--- config.mk ---
export PLATFORM = sky130hd
export DESIGN_NAME = stack_control_fsm
export DESIGN_NICKNAME = d
export VERILOG_FILES = /design/src/rtl/stack_control_fsm.sv
export SDC_FILE = /design/constraint.sdc
export NUM_CORES = 1
export LEC_CHECK = 0
export ABC_CLOCK_PERIOD_IN_PS = 2250
export BUFFER_PORTS_ARGS = -buffer_cell sky130_fd_sc_hd__buf_2
export CAP_MARGIN = 30
export CORE_MARGIN = 3
export CORE_UTILIZATION = 50
export CTS_BUF_LIST = sky130_fd_sc_hd__clkbuf_8
export DETAILED_ROUTE_END_ITERATION = 8
export GPL_ROUTABILITY_DRIVEN = 0
export PLACE_DENSITY_LB_ADDON = 0.12
export SLEW_MARGIN = 20
export SYNTH_ARGS = -nofsm -noshare
export SYNTH_HDL_FRONTEND = slang
export SYNTH_SLANG_ARGS = --single-unit
--- constraint.sdc ---
create_clock -name clk -period 2.25 [get_ports clk]
set_input_delay 0.225 -clock clk [delete_from_list [all_inputs] [get_ports clk]]
set_output_delay 0.225 -clock clk [all_outputs]
set_load 0.01 [all_outputs]
--- src/rtl/stack_control_fsm.sv ---
// Sequencer for a hardware stack machine: issues push/pop/ALU strobes per opcode,
// tracks stack occupancy and traps overflow, underflow and illegal opcodes.
module stack_control_fsm #(
  parameter int unsigned DEPTH = 16,
  parameter int unsigned ALUW  = 4,
  localparam int unsigned CW   = $clog2(DEPTH + 1)
) (
  input  logic            clk,
  input  logic            rst_n,
  input  logic            op_valid,
  input  logic [5:0]      opcode,
  input  logic            err_clr,
  output logic            op_ready,
  output logic            push,
  output logic            pop,
  output logic            alu_en,
  output logic [ALUW-1:0] alu_op,
  output logic [CW-1:0]   depth,
  output logic            full,
  output logic            empty,
  output logic            error,
  output logic [1:0]      err_code
);

  localparam logic [5:0]    OP_NOP   = 6'd0;
  localparam logic [5:0]    OP_PUSH  = 6'd1;
  localparam logic [5:0]    OP_POP   = 6'd2;
  localparam logic [5:0]    OP_ALU_LO = 6'd3;
  localparam logic [5:0]    OP_ALU_HI = 6'd8;
  localparam logic [1:0]    ERR_NONE = 2'b00;
  localparam logic [1:0]    ERR_OVF  = 2'b01;
  localparam logic [1:0]    ERR_UNF  = 2'b10;
  localparam logic [1:0]    ERR_ILL  = 2'b11;
  localparam logic [CW-1:0] DEPTH_MAX = CW'(DEPTH);
  localparam logic [CW-1:0] ONE       = CW'(1);
  localparam logic [CW-1:0] TWO       = CW'(2);

  typedef enum logic [2:0] {
    IDLE, DO_PUSH, DO_POP, POP_A, POP_B, EXEC, PUSH_R, ERROR
  } state_t;

  state_t          state;
  logic [ALUW-1:0] op_q;
  logic            is_alu;

  assign is_alu = (opcode >= OP_ALU_LO) && (opcode <= OP_ALU_HI);

  // Occupancy flags are the only outputs decoded from state rather than registered.
  assign full  = (depth == DEPTH_MAX);
  assign empty = (depth == '0);

  // Registered outputs are loaded with the values belonging to the state being entered.
  always_ff @(posedge clk or negedge rst_n) begin
    if (!rst_n) begin
      state    <= IDLE;
      op_q     <= '0;
      depth    <= '0;
      push     <= 1'b0;
      pop      <= 1'b0;
      alu_en   <= 1'b0;
      alu_op   <= '0;
      error    <= 1'b0;
      err_code <= ERR_NONE;
      op_ready <= 1'b1;
    end else begin
      push     <= 1'b0;
      pop      <= 1'b0;
      alu_en   <= 1'b0;
      alu_op   <= '0;
      op_ready <= 1'b0;
      case (state)
        IDLE: begin
          op_ready <= 1'b1;
          if (op_valid) begin
            op_q <= opcode[ALUW-1:0];
            if (opcode == OP_NOP) begin
              state <= IDLE;
            end else if (opcode == OP_PUSH) begin
              if (depth == DEPTH_MAX) begin
                state    <= ERROR;
                error    <= 1'b1;
                err_code <= ERR_OVF;
                op_ready <= 1'b0;
              end else begin
                state    <= DO_PUSH;
                push     <= 1'b1;
                op_ready <= 1'b0;
              end
            end else if (opcode == OP_POP) begin
              if (depth == '0) begin
                state    <= ERROR;
                error    <= 1'b1;
                err_code <= ERR_UNF;
                op_ready <= 1'b0;
              end else begin
                state    <= DO_POP;
                pop      <= 1'b1;
                op_ready <= 1'b0;
              end
            end else if (is_alu) begin
              if (depth < TWO) begin
                state    <= ERROR;
                error    <= 1'b1;
                err_code <= ERR_UNF;
                op_ready <= 1'b0;
              end else begin
                state    <= POP_A;
                pop      <= 1'b1;
                op_ready <= 1'b0;
              end
            end else begin
              state    <= ERROR;
              error    <= 1'b1;
              err_code <= ERR_ILL;
              op_ready <= 1'b0;
            end
          end
        end
        DO_PUSH: begin
          depth    <= depth + ONE;
          state    <= IDLE;
          op_ready <= 1'b1;
        end
        DO_POP: begin
          depth    <= depth - ONE;
          state    <= IDLE;
          op_ready <= 1'b1;
        end
        POP_A: begin
          depth <= depth - ONE;
          state <= POP_B;
          pop   <= 1'b1;
        end
        POP_B: begin
          depth  <= depth - ONE;
          state  <= EXEC;
          alu_en <= 1'b1;
          alu_op <= op_q;
        end
        EXEC: begin
          state <= PUSH_R;
          push  <= 1'b1;
        end
        PUSH_R: begin
          depth    <= depth + ONE;
          state    <= IDLE;
          op_ready <= 1'b1;
        end
        ERROR: begin
          if (err_clr) begin
            state    <= IDLE;
            error    <= 1'b0;
            err_code <= ERR_NONE;
            op_ready <= 1'b1;
          end
        end
        default: begin
          state    <= IDLE;
          op_ready <= 1'b1;
        end
      endcase
    end
  end

endmodule

==> summary.md <==
| Metric | Value |
|---|---|
| R2R Setup Slk | `0.12 ns` |
| Hold Crit Class | `in2reg` |
| Antenna violations before repair | `0` |
| Final core utilization | `64.4%` |
| Longest Clk Path Bufs | `2` |
| 1st-iter DRT viols | `28` |
| Skew final | `0.00149 ns` |
| Max Cap Viol | `0` |
| Final setup viols | `0` |
| LEAKAGE | `0.712 nW` |
| EDFF count, synth | `0` |
| Starting density of the core | `54.2%` |
| CP delay by family, top | `compound AO/OA/AOI/OAI gates` |
| Post-route ant nets | `0` |
| Setup TNS | `0 ns` |
| Mean post-synth cell area | `10.2 um^2` |
| Die W | `55.4 um` |
| Status | `completed` |
| Worst path bufs/invs | `1` |
| GR Overflow Total | `0` |
| Setup Fix Bufs, Post-CTS | `0` |
| Post-synth ARST share | `between 90% and 100%` |
| Period utilization | `94.9%` |
| Reg2Reg Depth | `7` |
| Worst Hold Depth | `2` |
| Largest net degree at the start of global routing | `24` |
| Max Fclk | `469 MHz` |
| Post-DP HPWL | `about 1900 um` |
| Die area | `~3000 um^2` |
| Seq/Total Area, Yosys | `47.2%` |
| Net Count, Synth | `134` |
| PD cells | `about 1500 nW/um^2` |
| Synth warn | `0` |
| Pre-antenna DRT Iters | `4` |
| Final Hold Fails | `0` |
| Synth unique cells | `44` |
| Critical Path Slowest Stage Cell | `dfrtp_1` |
| Area Growth Syn to Fin | `19.0%` |
| FILL cells | `210` |
| H-Tree Depth | `1` |
| Routed len/inst | `14.5 um` |
| Row count | `17` |
| Max-slew violation count | `0` |
| Clock Latency Late Sink | `0.26 ns` |
| # diodes | `0` |
| RSZ-0062 raised after global routing | `no` |
| CP Class | `reg2reg` |
| Die Ht | `between 50 and 60 um` |
| Logic depth of the worst setup path including buffers | `7` |
| Peak VDD IR | `a little over 900 uV` |
| IO Pins | `28` |
| CP max FO | `9` |
| Core area | `2250 um^2` |
| Critical path endpoint category | `flip-flop` |
| Worst rel slew slack | `66.2%` |
| Placed standard-cell area | `1390 um^2` |
| Critical path data required time | `about 2.4 ns` |
| Gr usage total | `17.1%` |
| Vias per Instance | `5.64` |
| TritonCTS Buffers | `3` |
| Cells along the critical path | `o21ai_0, inv_1, ha_1, nor2b_1, o21a_1, o41ai_2, xnor2_1` |
| Clock Pin Slew Worst Setup and Hold Paths | `0.08 ns` |
| Root Driver | `clkbuf_8` |
| Worst-Margin Slew | `0.507 ns` |
| Gate Count Post-Synth | `120` |
| Crit path DAT | `~2.3 ns` |
| Fin crit period | `2.13 ns` |
| Synthesis-stage register bit count | `23` |
| Finished Cell Area | `1450 um^2` |
| Fin nets | `166` |
| Slowest stage delay, CP | `between 0.4 and 0.5 ns` |
| DRC Markers | `0` |
| CTS tree | `built` |
| Routed WL | `2590 um` |
| Port Buffers | `27` |
| Mapped cell area | `1220 um^2` |
| Ys flop type | `dfrtp_1` |
| Vias in the first global route | `899` |
| Clock sink count | `23` |
| First-pass GRT wire length | `4280 um` |
| Vias | `1009` |
| Layout cells sized above 1 | `between 20 and 30%` |
| Critical Path Source Type | `flip-flop` |
[repair_timing]
| item | in CTS | in global routing |
|---|---|---|
| hold buffers | 1 | 0 |
| setup endpoints to repair | 0 | 1 |
| endpoints found under the hold margin | 22 | 0 |
| resized for setup | 0 | 1 |
[cells by family after synthesis]
family | count (synthesis) | share of synthesized area, %
AND/OR/NAND/NOR | 44 | 19.4
AO/OA/AOI/OAI | 27 | 15.4
flip-flops | 23 | 47.2
buffers and inverters | 12 | 5.02
multiplexers | 6 | 5.43
XOR/XNOR | 4 | 2.87
adder cells (fa/ha/maj) | 4 | 4.71
[state kept, by name, indices dropped and copies added, names as in the netlist]
| signal | flops |
|---|---|
| push | 1 |
| op_ready | 1 |
| alu_op | 4 |
| error | 1 |
| pop | 1 |
| state | 3 |
| alu_en | 1 |
| depth | 5 |
| op_q | 4 |
| err_code | 2 |
[cells in the mapped netlist (all sizes together) (2+ instances only)]
library cell | count | area share [%]
dfrtp | 22 | 45
nand3 | 2 | 0.82
inv | 6 | 1.8
nor2b | 2 | 1.0
nand2b | 2 | 1.0
nand4 | 2 | 1.0
buf | 3 | 2.3
or4b | 2 | 1.9
nor2 | 6 | 1.8
nor3 | 2 | 0.82
nor4 | 2 | 1.0
a21boi | 2 | 1.2
mux2 | 5 | 4.6
clkbuf | 3 | 0.92
o21ai | 9 | 4.0
o21bai | 2 | 1.2
and3 | 4 | 2.0
ha | 3 | 3.1
xnor2 | 2 | 1.4
xor2 | 2 | 1.4
a21oi | 4 | 1.6
or4 | 2 | 1.2
nand2 | 14 | 4.3
[per-stage QoR]
stage,std cells,hold WS [ns],power [mW],worst slack (ns)
finish,179,0.248,2.15,0.116
floorplan,120,-0.0706,1.52,0.0588
detailed placement,174,0.226,1.87,0.127
global placement,174,0.215,1.83,0.179
CTS,179,0.249,2.12,0.103
global route,179,0.250,2.35,0.0133
[path summary, 6_finish.rpt]
check / end / from
max in group asynchronous: op_ready / rst_n
min in group asynchronous: pop / rst_n
worst max register to register: depth[4] / state[1]
worst min register to register: op_q[1] / op_q[1]
worst max-delay path: depth[4] / state[1]
worst min-delay path: op_q[3] / opcode[3]
[per-layer routing]
| metal | wire, um | vias up | GRT usage, % |
|---|---|---|---|
| met4 | 26 | 0 | 5.21 |
| met5 | 0 | - | 0 |
| met2 | 1230 | 36 | 26.2 |
| li1 | - | 491 | - |
| met1 | 1180 | 478 | 25.3 |
| met3 | 163 | 4 | 2.10 |
[final cells by class]
| class | count | area, um^2 | area share (%) |
|---|---|---|---|
| multi-input combinational | 85 | 591 | 40.7 |
| sequential | 23 | 577 | 39.7 |
| timing repair buffer | 33 | 183 | 12.6 |
| clock buffer | 3 | 41.3 | 2.84 |
| tap | 28 | 35.0 | 2.41 |
| inverter | 6 | 22.5 | 1.55 |
| clock inverter | 1 | 3.75 | 0.258 |
[cells in the final DEF, fill, tap and decap left out, types with 2 or more instances in the layout]
cell type  instances
clkbuf_8           3
buf_4              5
nor3_1             2
dfrtp_1           22
nand2b_1           2
a21oi_1            4
nor2_1             6
xor2_1             2
nand3_1            2
nor4_1             2
o21bai_1           2
buf_2             27
mux2_1             2
o21ai_0            8
xnor2_1            2
mux2_2             3
or4_1              2
nand4_1            2
nor2b_1            2
a21boi_0           2
and3_1             4
nand2_1           14
ha_1               3
inv_1              7
[where the power goes]
part	internal (mW)	switching, mW
Sequential	0.610	0.136
Combinational	0.534	0.626
Clock	0.122	0.124
Total	1.27	0.886
Power figures use the tool's default switching activity.
